## src/rtl/instr_fetch.sv

```systemverilog
// Instruction fetch stage: owns the PC, fetches words over a req/ack memory port and
// hands them to the decoder over valid/ready. One instruction in flight at a time.
module instr_fetch #(
    parameter int                       ADDRESS_WIDTH = 32,
    parameter int                       DATA_WIDTH    = 32,
    parameter logic [ADDRESS_WIDTH-1:0] RESET_PC      = {ADDRESS_WIDTH{1'b0}}
) (
    input  logic                     clk,
    input  logic                     rst,
    output logic                     imem_req,
    output logic [ADDRESS_WIDTH-1:0] imem_addr,
    input  logic                     imem_ack,
    input  logic [DATA_WIDTH-1:0]    imem_rdata,
    output logic [DATA_WIDTH-1:0]    instr,
    output logic                     instr_valid,
    input  logic                     instr_ready,
    input  logic                     PCsrc,
    input  logic [ADDRESS_WIDTH-1:0] ImmOp,
    output logic [ADDRESS_WIDTH-1:0] PC,
    output logic                     misaligned
);

    typedef enum logic [1:0] {
        ST_FETCH = 2'd0,
        ST_VALID = 2'd1,
        ST_HALT  = 2'd2
    } state_e;

    localparam logic [ADDRESS_WIDTH-1:0] PC_STEP = {{(ADDRESS_WIDTH-3){1'b0}}, 3'b100};

    state_e                   state_q;
    logic [ADDRESS_WIDTH-1:0] pc_q;
    logic [DATA_WIDTH-1:0]    instr_q;
    logic                     valid_q;
    logic                     req_q;
    logic                     misaligned_q;
    logic [ADDRESS_WIDTH-1:0] next_pc_d;

    // Candidate next PC; modulo arithmetic, wrap-around is legal.
    always_comb begin
        next_pc_d = pc_q + PC_STEP;
        if (PCsrc) begin
            next_pc_d = pc_q + ImmOp;
        end else begin
            next_pc_d = pc_q + PC_STEP;
        end
    end

    // Fetch FSM; all outputs are registered. req_q is cleared on reset so the first
    // request appears only once rst has been released, and an ack is only honoured
    // while our own request is up.
    always_ff @(posedge clk) begin
        if (rst) begin
            state_q      <= ST_FETCH;
            pc_q         <= RESET_PC;
            instr_q      <= {DATA_WIDTH{1'b0}};
            valid_q      <= 1'b0;
            req_q        <= 1'b0;
            misaligned_q <= 1'b0;
        end else begin
            case (state_q)
                ST_FETCH: begin
                    if (req_q && imem_ack) begin
                        instr_q <= imem_rdata;
                        valid_q <= 1'b1;
                        req_q   <= 1'b0;
                        state_q <= ST_VALID;
                    end else begin
                        req_q   <= 1'b1;
                    end
                end
                ST_VALID: begin
                    if (valid_q && instr_ready) begin
                        valid_q <= 1'b0;
                        if (next_pc_d[1:0] != 2'b00) begin
                            misaligned_q <= 1'b1;
                            req_q        <= 1'b0;
                            state_q      <= ST_HALT;
                        end else begin
                            pc_q    <= next_pc_d;
                            req_q   <= 1'b1;
                            state_q <= ST_FETCH;
                        end
                    end else begin
                        req_q <= 1'b0;
                    end
                end
                ST_HALT: begin
                    req_q   <= 1'b0;
                    valid_q <= 1'b0;
                end
                default: begin
                    req_q   <= 1'b0;
                    valid_q <= 1'b0;
                    state_q <= ST_HALT;
                end
            endcase
        end
    end

    assign imem_req    = req_q;
    assign imem_addr   = pc_q;
    assign instr       = instr_q;
    assign instr_valid = valid_q;
    assign PC          = pc_q;
    assign misaligned  = misaligned_q;

endmodule

```

## config.mk

```make
export PLATFORM = sky130hd
export DESIGN_NAME = instr_fetch
export DESIGN_NICKNAME = d
export VERILOG_FILES = /design/src/rtl/instr_fetch.sv
export SDC_FILE = /design/constraint.sdc
export NUM_CORES = 1
export LEC_CHECK = 0
export ABC_AREA = 1
export CAP_MARGIN = 20
export CORE_MARGIN = 10
export CORE_UTILIZATION = 53
export DETAILED_ROUTE_END_ITERATION = 16
export GPL_ROUTABILITY_DRIVEN = 0
export GPL_TIMING_DRIVEN = 1
export HOLD_SLACK_MARGIN = 0.12
export MAX_ROUTING_LAYER = met4
export PLACE_DENSITY_LB_ADDON = 0.2
export SLEW_MARGIN = 5
export SYNTH_ARGS = -nofsm -noshare
export SYNTH_HDL_FRONTEND = slang
export SYNTH_SLANG_ARGS = --single-unit
```

## constraint.sdc

```tcl
create_clock -name clk -period 4.5 [get_ports clk]
set_input_delay 0.675 -clock clk [delete_from_list [all_inputs] [get_ports clk]]
set_output_delay 0.675 -clock clk [all_outputs]
set_load 0.03 [all_outputs]
```

==> flow_metrics.py <==
metrics = {
    "run_status": {
        "status": "complete, no violations",
    },
    "sta": {
        "hold_violations": 0,
        "fmax_ghz": 0.308,
        "fin_setup_tns_ns": 0,
        "rsz0062_at_grt": "no",
        "worst_slew_pin_slew_ns": 0.919,
        "timing.final.crit_period_ns": 3.25,
        "drv_slew": 0,
        "relSlewSlack_pct": 38.4,
        "period_share_pct": 72.2,
        "skew_ns": 0.0103,
        "finalSetupViolations": 0,
    },
    "logic_synthesis": {
        "avgSynthCellArea_um2": 6.18,
        "syn_inst": 940,
        "synth_nets": 1042,
        "yosys_warnings": 0,
        "ys_seq_area_share_pct": 23.8,
        "syn_area_um2": 5810,
        "synth-seq-cells": 69,
        "yosysUniqueCellTypes": 39,
    },
    "floorplanning": {
        "num_io_pins": 168,
        "rows": 38,
        "die_h_um": 125,
        "initial_utilization_pct": 53.8,
        "die_area_um2": 15500,
        "core_area_um2": 10800,
        "fp.dieW_um": 125,
    },
    "cells_and_area": {
        "design_area_um2": 7510,
        "antennaDiodeCount": 0,
        "area_growth_pct": 29.3,
        "stdcell_count": 1209,
        "fin_nets": 1166,
        "drive_gt1_share_pct": 5.89,
        "utilization_pct": 69.6,
    },
    "worst_setup_path": {
        "cp-end-kind": "flip-flop",
        "critical_path_required_ns": 4.76,
        "r2r_start": "PC[0]",
        "cp-startpoint": "PCsrc",
        "cp.arrival_ns": 3.51,
        "r2r-end": "PC[4]",
        "critPathCapture": "PC[4]",
        "worstSetupPathType": "input port to flip-flop",
        "regToRegSetupSlack_ns": 1.70,
        "cp_max_fo": 37,
        "reg2regPathDepth": 9,
        "worst_setup_path_start_kind": "input port",
    },
    "route": {
        "via_count": 6489,
        "drtIter0Drc": 501,
        "firstDrtPassIters": 8,
        "avgRoutedWirePerCell_um": 15.6,
        "ant_nets": 0,
        "remaining_drc_errors": 0,
        "routed_via_density": 5.37,
        "wirelength_mm": 18.8,
    },
    "global_route": {
        "gr-usage-met3_pct": 4.26,
        "antenna_found_initial": 0,
        "grt_max_degree": 40,
        "grtUsageTotal_pct": 23.8,
        "grt_use_met2_pct": 38.8,
        "grt_pass1_wl_mm": 30.5,
        "grt_pass1_vias": 6126,
        "grt_util_met1_pct": 29.5,
        "gr-total-overflow": 0,
        "grt.busiest_layer": "met2",
    },
    "power": {
        "peakVddDrop_mv": 0.164,
        "cellPowerDensity_nw_per_um2": 202,
        "power.leakage_nw": 3.42,
    },
    "clocking": {
        "cts_num_sinks": 69,
        "htree_num_levels": 3,
        "clockRootBuffer": "clkbuf_8",
        "cts_setup_buffers": 0,
        "cts_buffers": 9,
        "cts.clk_slew.worst_paths_ns": 0.08,
        "ctsHoldBuffers": 0,
        "cts_tree": "yes",
        "ctsResizeCount": 0,
        "clock_path_buffers": 2,
        "clkLatencyLatePin_ns": 0.35,
    },
    "place": {
        "port-buffer-count": 167,
        "dp.cells": 1193,
        "dp.final_hpwl_mm": 14.7,
        "placed_area_um2": 7300,
    },
    "run": {
        "drv_cap": 0,
    },
    "min_path": {
        "hold_class": "flip-flop to flip-flop",
    },
}
-- routing by layer --
| layer | wire (um) | part of all wire (%) | vias to the layer above |
|---|---|---|---|
| met2 | 8990 | 48 | 263 |
| met5 | 0 | 0 | - |
| met3 | 1230 | 6.5 | 27 |
| li1 | - | - | 3265 |
| met1 | 8230 | 44 | 2934 |
| met4 | 356 | 1.9 | 0 |
-- synth_stat cells --
master / n / area [um2]
dfxtp_1: 69 / 1380
a211oi_1: 2 / 15.0
inv_4: 1 / 6.26
a21o_1: 1 / 7.51
o21ai_0: 75 / 375
nor2_1: 120 / 450
inv_1: 104 / 390
nor2_2: 9 / 56.3
or2_1: 1 / 6.26
clkbuf_1: 15 / 56.3
buf_2: 5 / 25.0
o21ai_2: 1 / 8.76
nand3_1: 52 / 260
nand3_2: 2 / 20.0
nor3b_2: 1 / 12.5
a221oi_1: 1 / 8.76
nand2_1: 223 / 837
fa_1: 1 / 20.0
a31oi_1: 3 / 18.8
inv_2: 4 / 15.0
and3_1: 1 / 6.26
buf_6: 4 / 45.0
o21bai_1: 7 / 52.6
nor3_1: 10 / 50.1
clkinv_1: 1 / 3.75
ha_1: 32 / 400
nor2_4: 1 / 11.3
xnor2_1: 6 / 52.6
nor3_2: 13 / 130
nand4_1: 7 / 43.8
nand3b_1: 6 / 45.0
a21oi_1: 91 / 455
nor4_1: 1 / 6.26
or2_2: 2 / 12.5
nand2_2: 9 / 56.3
xor2_1: 22 / 193
o21ai_1: 3 / 15.0
buf_4: 33 / 248
a21oi_2: 1 / 8.76
-- through the flow --
stage,setup WS (ns),power (mW),hold slack [ns]
final,1.25,1.52,0.458
after global routing,0.936,1.59,0.488
after CTS,1.30,1.53,0.467
after detailed placement,0.942,1.00,0.450
after global placement,1.02,1.00,0.445
after floorplan,2.35,0.855,0.474
-- power by group --
part | internal [mW] | switching [mW]
clock | 0.275 | 0.253
combinational | 0.147 | 0.190
sequential | 0.638 | 0.0171
-- sequential cells by signal (all words and copies together), names as in the netlist --
name / count
imem_req: 1
PC: 32
state_q: 2
instr: 32
instr_valid: 1
misaligned: 1
-- logic make-up (layout without fill, tap and decap cells) --
| logic type | Yosys count | in the layout | share of synthesized area [%] |
|---|---|---|---|
| buffers and inverters | 167 | 296 | 13.6 |
| AND/OR/NAND/NOR | 458 | 458 | 34.5 |
| adder cells (fa/ha/maj) | 33 | 33 | 7.24 |
| XOR/XNOR | 28 | 28 | 4.22 |
| AO/OA/AOI/OAI | 185 | 185 | 16.6 |
| flip-flops | 69 | 69 | 23.8 |
-- cell type report --
cell class,instances,area (um2)
fillers,993,3280
well taps,140,175
clock inverters,6,68.8
inverters,110,415
multi-input cells,704,3640
repair buffers,170,1690
flip-flops and latches,69,1380
clock buffers,10,138
-- layout by cell type (no fill, tap or decap), drive strengths merged --
| cell | netlist | routed |
|---|---|---|
| dfxtp | 69 | 69 |
| or2 | 3 | 3 |
| nand4 | 7 | 7 |
| nor4 | 1 | 1 |
| nor3 | 23 | 23 |
| a211oi | 2 | 2 |
| nor2 | 130 | 130 |
| nor3b | 1 | 1 |
| inv | 109 | 111 |
| o21ai | 79 | 79 |
| nand3 | 54 | 54 |
| xnor2 | 6 | 6 |
| bufinv | 0 | 1 |
| clkdlybuf4s50 | 0 | 167 |
| clkbuf | 15 | 10 |
| clkinv | 1 | 3 |
| ha | 32 | 32 |
| and3 | 1 | 1 |
| fa | 1 | 1 |
| buf | 42 | 3 |
| a31oi | 3 | 3 |
| a21oi | 92 | 92 |
| xor2 | 22 | 22 |
| o21bai | 7 | 7 |
| a221oi | 1 | 1 |
| nand3b | 6 | 6 |
| clkinvlp | 0 | 1 |
| nand2 | 232 | 232 |
| a21o | 1 | 1 |
-- how the worst min path moves through the flow --
stage,from,endpoint,slack (ns),cells after the start
final,misaligned,misaligned,0.46,2
after floorplan,state_q[1],state_q[1],0.47,2
after detailed placement,misaligned,misaligned,0.45,2
after global routing,misaligned,misaligned,0.49,2
after CTS,misaligned,misaligned,0.47,2
after global placement,misaligned,misaligned,0.44,2
-- worst max-delay path, stage by stage --
cell	delay (ns)
clkdlybuf4s50_1	0.46
buf_4	0.33
inv_4	0.23
nor2_2	0.13
nand2_1	0.07
nand2_1	0.07
nand3_2	0.46
inv_2	0.63
o21ai_0	0.18
a221oi_1	0.27
(Power assumes the default switching activity.)
